File: src/rtl/multi_channel_period_counter.sv
// Multi-channel period counter. Each channel measures the clock cycles between
// accepted rising edges on its pulse input. A glitch lockout rejects edges that
// come too soon after the last accepted one. An undersample ratio lets one
// record span several periods. Records from all channels share one FIFO write
// port through a round-robin arbiter.
module multi_channel_period_counter #(
   parameter int NUM_CH  = 4,
   parameter int CNT_W   = 16,
   parameter int MIN_GAP = 100,
   parameter int US_W    = 3,
   parameter int DROP_W  = 16,
   localparam int CH_BITS = (NUM_CH > 1) ? $clog2(NUM_CH) : 1,
   localparam int DATA_W  = CH_BITS + 1 + CNT_W
) (
   input  logic              CLOCK_50,
   input  logic              RESET,
   input  logic              ENABLE,
   input  logic [NUM_CH-1:0] ChA,
   input  logic [US_W-1:0]   undersamp,
   input  logic              FIFO_full,
   output logic              owrreq,
   output logic [DATA_W-1:0] data_out,
   output logic [NUM_CH-1:0] stop_out,
   output logic [DROP_W-1:0] drop_count
);

   // The gap counter only needs enough range to reach MIN_GAP, after which it
   // just sits saturated.
   localparam int GAP_W = (MIN_GAP > 0) ? $clog2(MIN_GAP + 1) : 1;
   localparam logic [CNT_W-1:0]  PER_MAX  = '1;
   localparam logic [GAP_W-1:0]  GAP_MAX  = '1;
   localparam logic [GAP_W-1:0]  GAP_MIN  = GAP_W'(MIN_GAP);
   localparam logic [DROP_W-1:0] DROP_MAX = '1;

   logic [NUM_CH-1:0] s1_q, s2_q, s3_q;
   logic [NUM_CH-1:0] armed_q, armed_d;
   logic [NUM_CH-1:0] pend_q, pend_d;
   logic [NUM_CH-1:0] stop_q;
   logic [NUM_CH-1:0] edgeDet, accept, emit, grantVec;
   logic [GAP_W-1:0]  gapCnt_q [NUM_CH];
   logic [GAP_W-1:0]  gapCnt_d [NUM_CH];
   logic [CNT_W-1:0]  perCnt_q [NUM_CH];
   logic [CNT_W-1:0]  perCnt_d [NUM_CH];
   logic [US_W-1:0]   usCnt_q  [NUM_CH];
   logic [US_W-1:0]   usCnt_d  [NUM_CH];
   logic [DATA_W-1:0] hold_q   [NUM_CH];
   logic [DATA_W-1:0] hold_d   [NUM_CH];
   logic [CH_BITS-1:0] ptr_q, ptr_d, grant, scanIdx;
   logic [DROP_W-1:0]  drop_q, drop_d;
   logic               found;

   // Round-robin arbiter: first pending channel at or above the pointer wins.
   always_comb begin
      grant   = '0;
      found   = 1'b0;
      scanIdx = '0;
      for (int k = 0; k < NUM_CH; k++) begin
         scanIdx = CH_BITS'((int'(ptr_q) + k) % NUM_CH);
         if (!found && pend_q[scanIdx]) begin
            found = 1'b1;
            grant = scanIdx;
         end
      end
      owrreq   = found & ~FIFO_full;
      data_out = owrreq ? hold_q[grant] : '0;
      ptr_d    = ptr_q;
      if (owrreq) begin
         ptr_d = CH_BITS'((int'(grant) + 1) % NUM_CH);
      end
   end

   // Per-channel edge acceptance, arming, undersampling and period counting.
   always_comb begin
      edgeDet = s2_q & ~s3_q;
      accept  = '0;
      emit    = '0;
      armed_d = armed_q;
      for (int i = 0; i < NUM_CH; i++) begin
         gapCnt_d[i] = gapCnt_q[i];
         perCnt_d[i] = perCnt_q[i];
         usCnt_d[i]  = usCnt_q[i];
         if (!ENABLE) begin
            armed_d[i]  = 1'b0;
            gapCnt_d[i] = '0;
            perCnt_d[i] = '0;
            usCnt_d[i]  = '0;
         end else begin
            accept[i]   = edgeDet[i] & (~armed_q[i] | (gapCnt_q[i] >= GAP_MIN));
            gapCnt_d[i] = (gapCnt_q[i] == GAP_MAX) ? gapCnt_q[i] : gapCnt_q[i] + GAP_W'(1);
            perCnt_d[i] = (perCnt_q[i] == PER_MAX) ? perCnt_q[i] : perCnt_q[i] + CNT_W'(1);
            if (accept[i]) begin
               gapCnt_d[i] = GAP_W'(1);
               if (!armed_q[i]) begin
                  armed_d[i]  = 1'b1;
                  perCnt_d[i] = CNT_W'(1);
                  usCnt_d[i]  = '0;
               end else if (usCnt_q[i] == undersamp) begin
                  emit[i]     = 1'b1;
                  perCnt_d[i] = CNT_W'(1);
                  usCnt_d[i]  = '0;
               end else begin
                  usCnt_d[i]  = usCnt_q[i] + US_W'(1);
               end
            end
         end
      end
   end

   // Holding registers: a granted slot frees up in the same cycle it can be
   // refilled; a new record for a still-occupied slot is dropped and counted.
   always_comb begin
      drop_d   = drop_q;
      pend_d   = pend_q;
      grantVec = '0;
      for (int i = 0; i < NUM_CH; i++) begin
         hold_d[i]   = hold_q[i];
         grantVec[i] = owrreq && (grant == CH_BITS'(i));
         pend_d[i]   = pend_q[i] & ~grantVec[i];
         if (emit[i]) begin
            if (pend_q[i] && !grantVec[i]) begin
               if (drop_d != DROP_MAX) begin
                  drop_d = drop_d + DROP_W'(1);
               end
            end else begin
               pend_d[i] = 1'b1;
               hold_d[i] = {CH_BITS'(i), (perCnt_q[i] == PER_MAX), perCnt_q[i]};
            end
         end
      end
   end

   // State registers. The synchronisers are cleared too so that no phantom
   // edge appears right after reset.
   always_ff @(posedge CLOCK_50) begin
      if (RESET) begin
         s1_q    <= '0;
         s2_q    <= '0;
         s3_q    <= '0;
         armed_q <= '0;
         pend_q  <= '0;
         stop_q  <= '0;
         ptr_q   <= '0;
         drop_q  <= '0;
         for (int i = 0; i < NUM_CH; i++) begin
            gapCnt_q[i] <= '0;
            perCnt_q[i] <= '0;
            usCnt_q[i]  <= '0;
            hold_q[i]   <= '0;
         end
      end else begin
         s1_q    <= ChA;
         s2_q    <= s1_q;
         s3_q    <= s2_q;
         armed_q <= armed_d;
         pend_q  <= pend_d;
         ptr_q   <= ptr_d;
         drop_q  <= drop_d;
         for (int i = 0; i < NUM_CH; i++) begin
            stop_q[i]   <= (perCnt_q[i] == PER_MAX) & armed_q[i];
            gapCnt_q[i] <= gapCnt_d[i];
            perCnt_q[i] <= perCnt_d[i];
            usCnt_q[i]  <= usCnt_d[i];
            hold_q[i]   <= hold_d[i];
         end
      end
   end

   assign stop_out   = stop_q;
   assign drop_count = drop_q;

endmodule

File: config.mk
export PLATFORM = sky130hd
export DESIGN_NAME = multi_channel_period_counter
export DESIGN_NICKNAME = d
export VERILOG_FILES = /design/src/rtl/multi_channel_period_counter.sv
export SDC_FILE = /design/constraint.sdc
export NUM_CORES = 1
export LEC_CHECK = 0
export CAP_MARGIN = 20
export CORE_ASPECT_RATIO = 0.8
export CORE_MARGIN = 1
export CORE_UTILIZATION = 50
export CTS_CLUSTER_DIAMETER = 150
export DETAILED_ROUTE_END_ITERATION = 12
export DONT_BUFFER_PORTS = 1
export GPL_ROUTABILITY_DRIVEN = 0
export SYNTH_ARGS = -nofsm -noshare
export SYNTH_HDL_FRONTEND = slang
export SYNTH_SLANG_ARGS = --single-unit
File: constraint.sdc
create_clock -name CLOCK_50 -period 26.1 [get_ports CLOCK_50]
set_clock_uncertainty 0.1 [all_clocks]
set_input_delay 6.525 -clock CLOCK_50 [delete_from_list [all_inputs] [get_ports CLOCK_50]]
set_output_delay 6.525 -clock CLOCK_50 [all_outputs]
set_load 0.01 [all_outputs]
# Word-level counts from Yosys, hierarchy flattened
# Memories as Yosys holds them, arrays and structs flattened.
# Index checks and enable logic that the tools add are counted.
[totals] ff_bits=42 mem_bits_rw=180 inputBits=11 output_inout_bits=40 wordCells=267 n_memories=4
[mem_list] name="hold_q" words=4 word_bits=19 rd=1 rd_clocked_by_memory_dff=0 write_ports=4 line_no="46" source="logic [DATA_W-1:0] hold_q [NUM_CH];"
[mem_list] name="perCnt_q" words=4 word_bits=16 rd=4 rd_clocked_by_memory_dff=0 write_ports=4 line_no="42" source="logic [CNT_W-1:0] perCnt_q [NUM_CH];"
[mem_list] name="gapCnt_q" words=4 word_bits=7 rd=4 rd_clocked_by_memory_dff=0 write_ports=4 line_no="40" source="logic [GAP_W-1:0] gapCnt_q [NUM_CH];"
[mem_list] name="usCnt_q" words=4 word_bits=3 rd=4 rd_clocked_by_memory_dff=0 write_ports=4 line_no="44" source="logic [US_W-1:0] usCnt_q [NUM_CH];"
[classes] addsub=20 n_lt_le_gt_ge=8 n_eq_ne=27 mux=128 n_bitwise=45 reduce_logical=24
[op_table] cell="two-way mux 16 bit" count=36
[op_table] cell="two-way mux 19 bit" count=13
[op_table] cell="adder 16 x 1 -> 16 bit, second input constant" count=8
[op_table] cell="two-way mux 7 bit" count=16
[op_table] cell="equality test 16 bit, second input constant" count=4
[op_table] cell="inequality test 16 bit, second input constant" count=4
[op_table] cell="two-way mux 3 bit" count=20
[op_table] cell="two-way mux 1 bit" count=35
[op_table] cell="adder 7 x 1 -> 7 bit, second input constant" count=4
[op_table] cell="equality test 7 bit, second input constant" count=4
[op_table] cell="greater-or-equal comparator 7 bit, second input constant" count=4
[op_table] cell="bitwise OR 1 bit" count=20
[op_table] cell="AND 1 bit" count=13
[op_table] cell="adder 3 x 1 -> 3 bit, second input constant" count=4
[op_table] cell="equality test 3 bit" count=4
[op_table] cell="less-than comparator 2 x 3 -> 1 bit, second input constant" count=4
[op_table] cell="AND reduction 3 bit" count=4
[op_table] cell="logical AND 1 bit" count=11
[op_table] cell="inverter 1 bit" count=10
[op_table] cell="binary-select mux 1 bit (select 2 bit)" count=4
[op_table] cell="two-way mux 2 bit" count=4
[op_table] cell="inequality test 2 bit, second input constant" count=4
[op_table] cell="zero test 1 bit" count=7
[op_table] cell="adder 2 x 1 -> 2 bit, second input constant" count=2
[op_table] cell="8 further kinds" count=13

# Longest topological paths before layout
[logic_depth] depth_word=30 depth_mapped=38 depth_no_buf=34

# Worst setup path before layout
# No wires, ideal clock.
[synth_timing] kind="input -> output" startpoint="input port FIFO_full" endpoint="output port data_out[10]" arrival_time_ps=7227 required_time_ps=19475 path_slack_ps=12248 path_stages=4 path_buffers=1 path_cell_list="inv_1 > nand2_1 > clkbuf_1 > a311oi_1"
[synth_between] elab_chain_len=3
[synth_rtl] element="start, declared" line_no="20" source="input logic FIFO_full,"
[synth_rtl] element="inverter 1 bit" line_no="64" source="owrreq = found & ~FIFO_full;"
[synth_rtl] element="AND 1 bit" line_no="64"
[synth_rtl] element="two-way mux 19 bit" line_no="65" source="data_out = owrreq ? hold_q[grant] : '0;"
[synth_rtl] element="end, declared" line_no="22" source="output logic [DATA_W-1:0] data_out,"
# Every way passes these cells.

# Worst setup path after layout
[layout_timing] startpoint="input port FIFO_full" endpoint="output port data_out[5]"
# Same word-level chain as after synthesis.

==> reports/summary.md <==
Averaged over all synthesized cells, the footprint is 8.702 µm². Summing over every cut layer, the via total after detailed routing is 10280. TritonCTS built the clock tree. The busiest metal layer after global routing is met1. The hold buffer count at CTS is 0. The logs give 1677 for the number of placed instances, taps included and 0 for the count of warnings emitted by yosys.

For the number of clock buffers inserted by TritonCTS, the log shows 23. The maximum cell stage delay along the critical path works out to 0.63 ns. The final routed wirelength across all metal layers was 32.15 mm; the share of the clock period used by the worst path was 54.90%.

The worst-path maximum fanout works out to 21. The data required time at the worst endpoint is 19.48 ns. On the final layout, the worst hold slack is 0.3360 ns.

The hold violation total from the final report is 0, and the number of standard cells in the final layout excluding fillers is 1719. The analysis attributes to cell leakage a power of 4.732 nW. The vertical extent of the die was 142.1 µm; the number of I/O pins was 51. Before CTS, the worst setup slack after placement is 11.80 ns. The worst endpoint data arrival time was 7.70 ns; the synthesis-to-layout area growth was 8.219%. Fraction of final layout cells with drive strength greater than 1: 7.036%. Kind of launch point of the worst setup path: an input pin. The number of rows created at floorplan was 50. The sum of buffers and inverters on the critical path is 1. The run gives 4.808% as the met3 usage in global routing.

Critical path's top delay family: compound AO/OA/AOI/OAI gates. The mapped netlist covers 12270 µm². The logs give 41.03% for the sequential share of the synthesized area and 25180 µm² for the full die area. The total overflow reported by the global router came out at 0. The number of maximum-capacitance violations was 0.

The run gives 9425 as the via count of the first global-routing pass. The final count of negative-setup-slack endpoints was 0. On the critical path, the stage with the largest delay is an instance of a311oi_1.

The synthesized design spends more area on one cell type than any other, namely dfxtp_1. CTS root buffer: clkbuf_16. The run gives 3 as the largest buffer count on any clock path. For this run, the share of the core covered by cells in the final layout is 56.01%. In the synthesized netlist the dominant register cell turns out to be dfxtp_1.

For the final max-slew violation count, the log shows 0. After layout, the worst setup slack is 11.77 ns. The worst setup path is captured at an output port. The repair_antennas step left the layout with diodes totalling 0. Setup repair after global routing left no endpoint under its margin.

After detailed routing, the number of remaining DRC violations is 0. The first global-routing pass estimated 52.03 mm of wire. Entering global routing, the biggest net connects 46 pins. Yosys attributes the largest share of cell area to dfxtp_1, edfxtp_1, nand2_1. Walking the worst path, the cells encountered are inv_1 -> nand2_1 -> a311oi_1. The number of synthesized register bits is 217, and the post-CTS setup-driven buffer insertion count is 0. The net count of the finished layout is 1425. The number of cells produced by synthesis came out at 1410. Count of routing violations after the opening detailed-route iteration: 851. For the headroom to the max-slew limit, the log shows 33.07%. The netlist uses 95 different library cells. In the final routed layout, each cell accounts on average for 18.70 µm. Summed over its instances, the top area cell type makes up 24.15% of the synthesized netlist area. In this run the remaining antenna-violating nets after routing total 0. The maximum clock frequency is 0.06979 GHz, and the initial antenna violation count is 0. After layout, the minimum clock period comes to 14.33 ns.

The clock-pin slew reported for the worst setup and hold paths after clock tree synthesis was 0.06 ns; the effective utilization at floorplan was 51.75%. Summed over all nets, the half-perimeter wirelength after detailed placement is 23.81 mm. The min-delay analysis places its worst path in the category reg2reg.

The number of gates resized after CTS was 0. The pre-antenna-repair detailed-routing pass consisted of 5 iterations. In this run the power density over the cells is 52.15 nW/µm².

The count of H-tree levels built during CTS was 1; the routing usage on met1 was 40.49%. Most frequent standard cell in the layout excluding fill and tap cells: nand2_1. The count of input and output buffers works out to 0. Synthesis produced a netlist with a net count of 1445. The critical path is of the in2out type.

The share of synthesized registers carrying an async set or reset works out to 0%. The post-route setup TNS was 0 ns. The overall global routing resource usage came out at 26.03%.

The run finished with clean final reports. For the pin with the worst max-slew slack, the measured transition is 1.002 ns. Counting every sink on the clock net gives 217.

The highest ir drop seen on vdd came out at 0.05189 mV. In this run the standard cell core region covers 23710 µm². The library cells used most frequently in the layout, excluding fill and tap cells, are nand2_1, nor2_1, dfxtp_1. The clock reaches the later pin of the worst-skew pair after 0.52 ns. The vias per cell is 5.982.

The number of enable-type register cells in the synthesized netlist works out to 69. Die width: 177.1 µm. For met2 alone, demand over resource in global routing was 37.19%.
-- path summary, 6_finish.rpt --
check	from	end	slack, ns	cells past startpoint
worst max-delay path	FIFO_full	data_out[5]	11.77	3
worst min-delay path	s1_q[3]	s2_q[3]	0.34	1
worst max register to register	pend_q[0]	drop_count[6]	16.91	34
worst min register to register	s1_q[3]	s2_q[3]	0.34	1
-- cells in the mapped netlist, types with 16 or more instances --
| library cell | instances |
|---|---|
| and2_1 | 57 |
| o21ai_0 | 40 |
| nor2_1 | 156 |
| nor3_1 | 44 |
| edfxtp_1 | 69 |
| mux2i_1 | 29 |
| a21oi_1 | 66 |
| nor2b_1 | 24 |
| nand3_1 | 61 |
| and3_1 | 61 |
| nand2_1 | 184 |
| inv_1 | 34 |
| a31oi_1 | 16 |
| ha_1 | 24 |
| clkbuf_1 | 43 |
| nand4_1 | 34 |
| dfxtp_1 | 148 |
| xnor2_1 | 31 |
| xor2_1 | 58 |
| a311oi_1 | 22 |
-- area by class of cell --
cell class | instances | area (µm²)
Inverter | 35 | 131.4
Sequential cell | 217 | 5035
Multi-Input combinational cell | 1104 | 6899
Tap cell | 312 | 390.4
Timing Repair Buffer | 9 | 87.58
Fill cell | 2246 | 10430
Clock inverter | 9 | 92.59
Clock buffer | 33 | 643.1
-- kinds of logic (layout without fill, tap and decap cells) --
group / count (synthesis) / after routing / synth area share (%)
adder cells (fa/ha/maj): 24 / 24 / 2.447
AO/OA/AOI/OAI: 233 / 233 / 13.40
XOR/XNOR: 91 / 91 / 6.689
buffers and inverters: 89 / 86 / 2.835
AND/OR/NAND/NOR: 717 / 717 / 30.19
multiplexers: 39 / 39 / 3.406
flip-flops: 217 / 217 / 41.03
-- routing by layer --
metal	up-vias	wire (µm)
li1	5037	-
met1	4876	16240
met2	334	12910
met3	36	2517
met4	0	485
met5	-	0
-- per-stage QoR --
step	instance area, µm²	power, mW
global route	13280	0.7149
global placement	12520	0.3819
CTS	13280	0.6989
detailed placement	12540	0.3823
finish	13280	0.6925
floorplan	12270	0.3767
-- flip-flops by register name (all words and copies together), names as in the netlist --
signal and flops:
ptr_q 2, armed_q 4, gapCnt_q 28, hold_q 71, stop_out 4, s1_q 4, s3_q 4, pend_q 4
drop_count 16, perCnt_q 64, usCnt_q 12, s2_q 4
-- report_power, final --
part	total, mW	switching, mW	internal [mW]
clock network	0.318	0.134	0.183
logic	0.0176	0.0123	0.00532
registers	0.357	0.00359	0.354
-- worst reg2reg max path: cells and delay by family (launching register included) --
kind	cells	cell delay, ns
buffers and inverters	8	1.16
xor gates and xnor gates	3	0.73
and+or+nand+nor	10	2.97
adders and majority gates	4	1.17
DFF	1	0.37
AOI/OAI and AO/OA	8	2.23
muxes	1	0.33
Power figures use the tool's default switching activity.
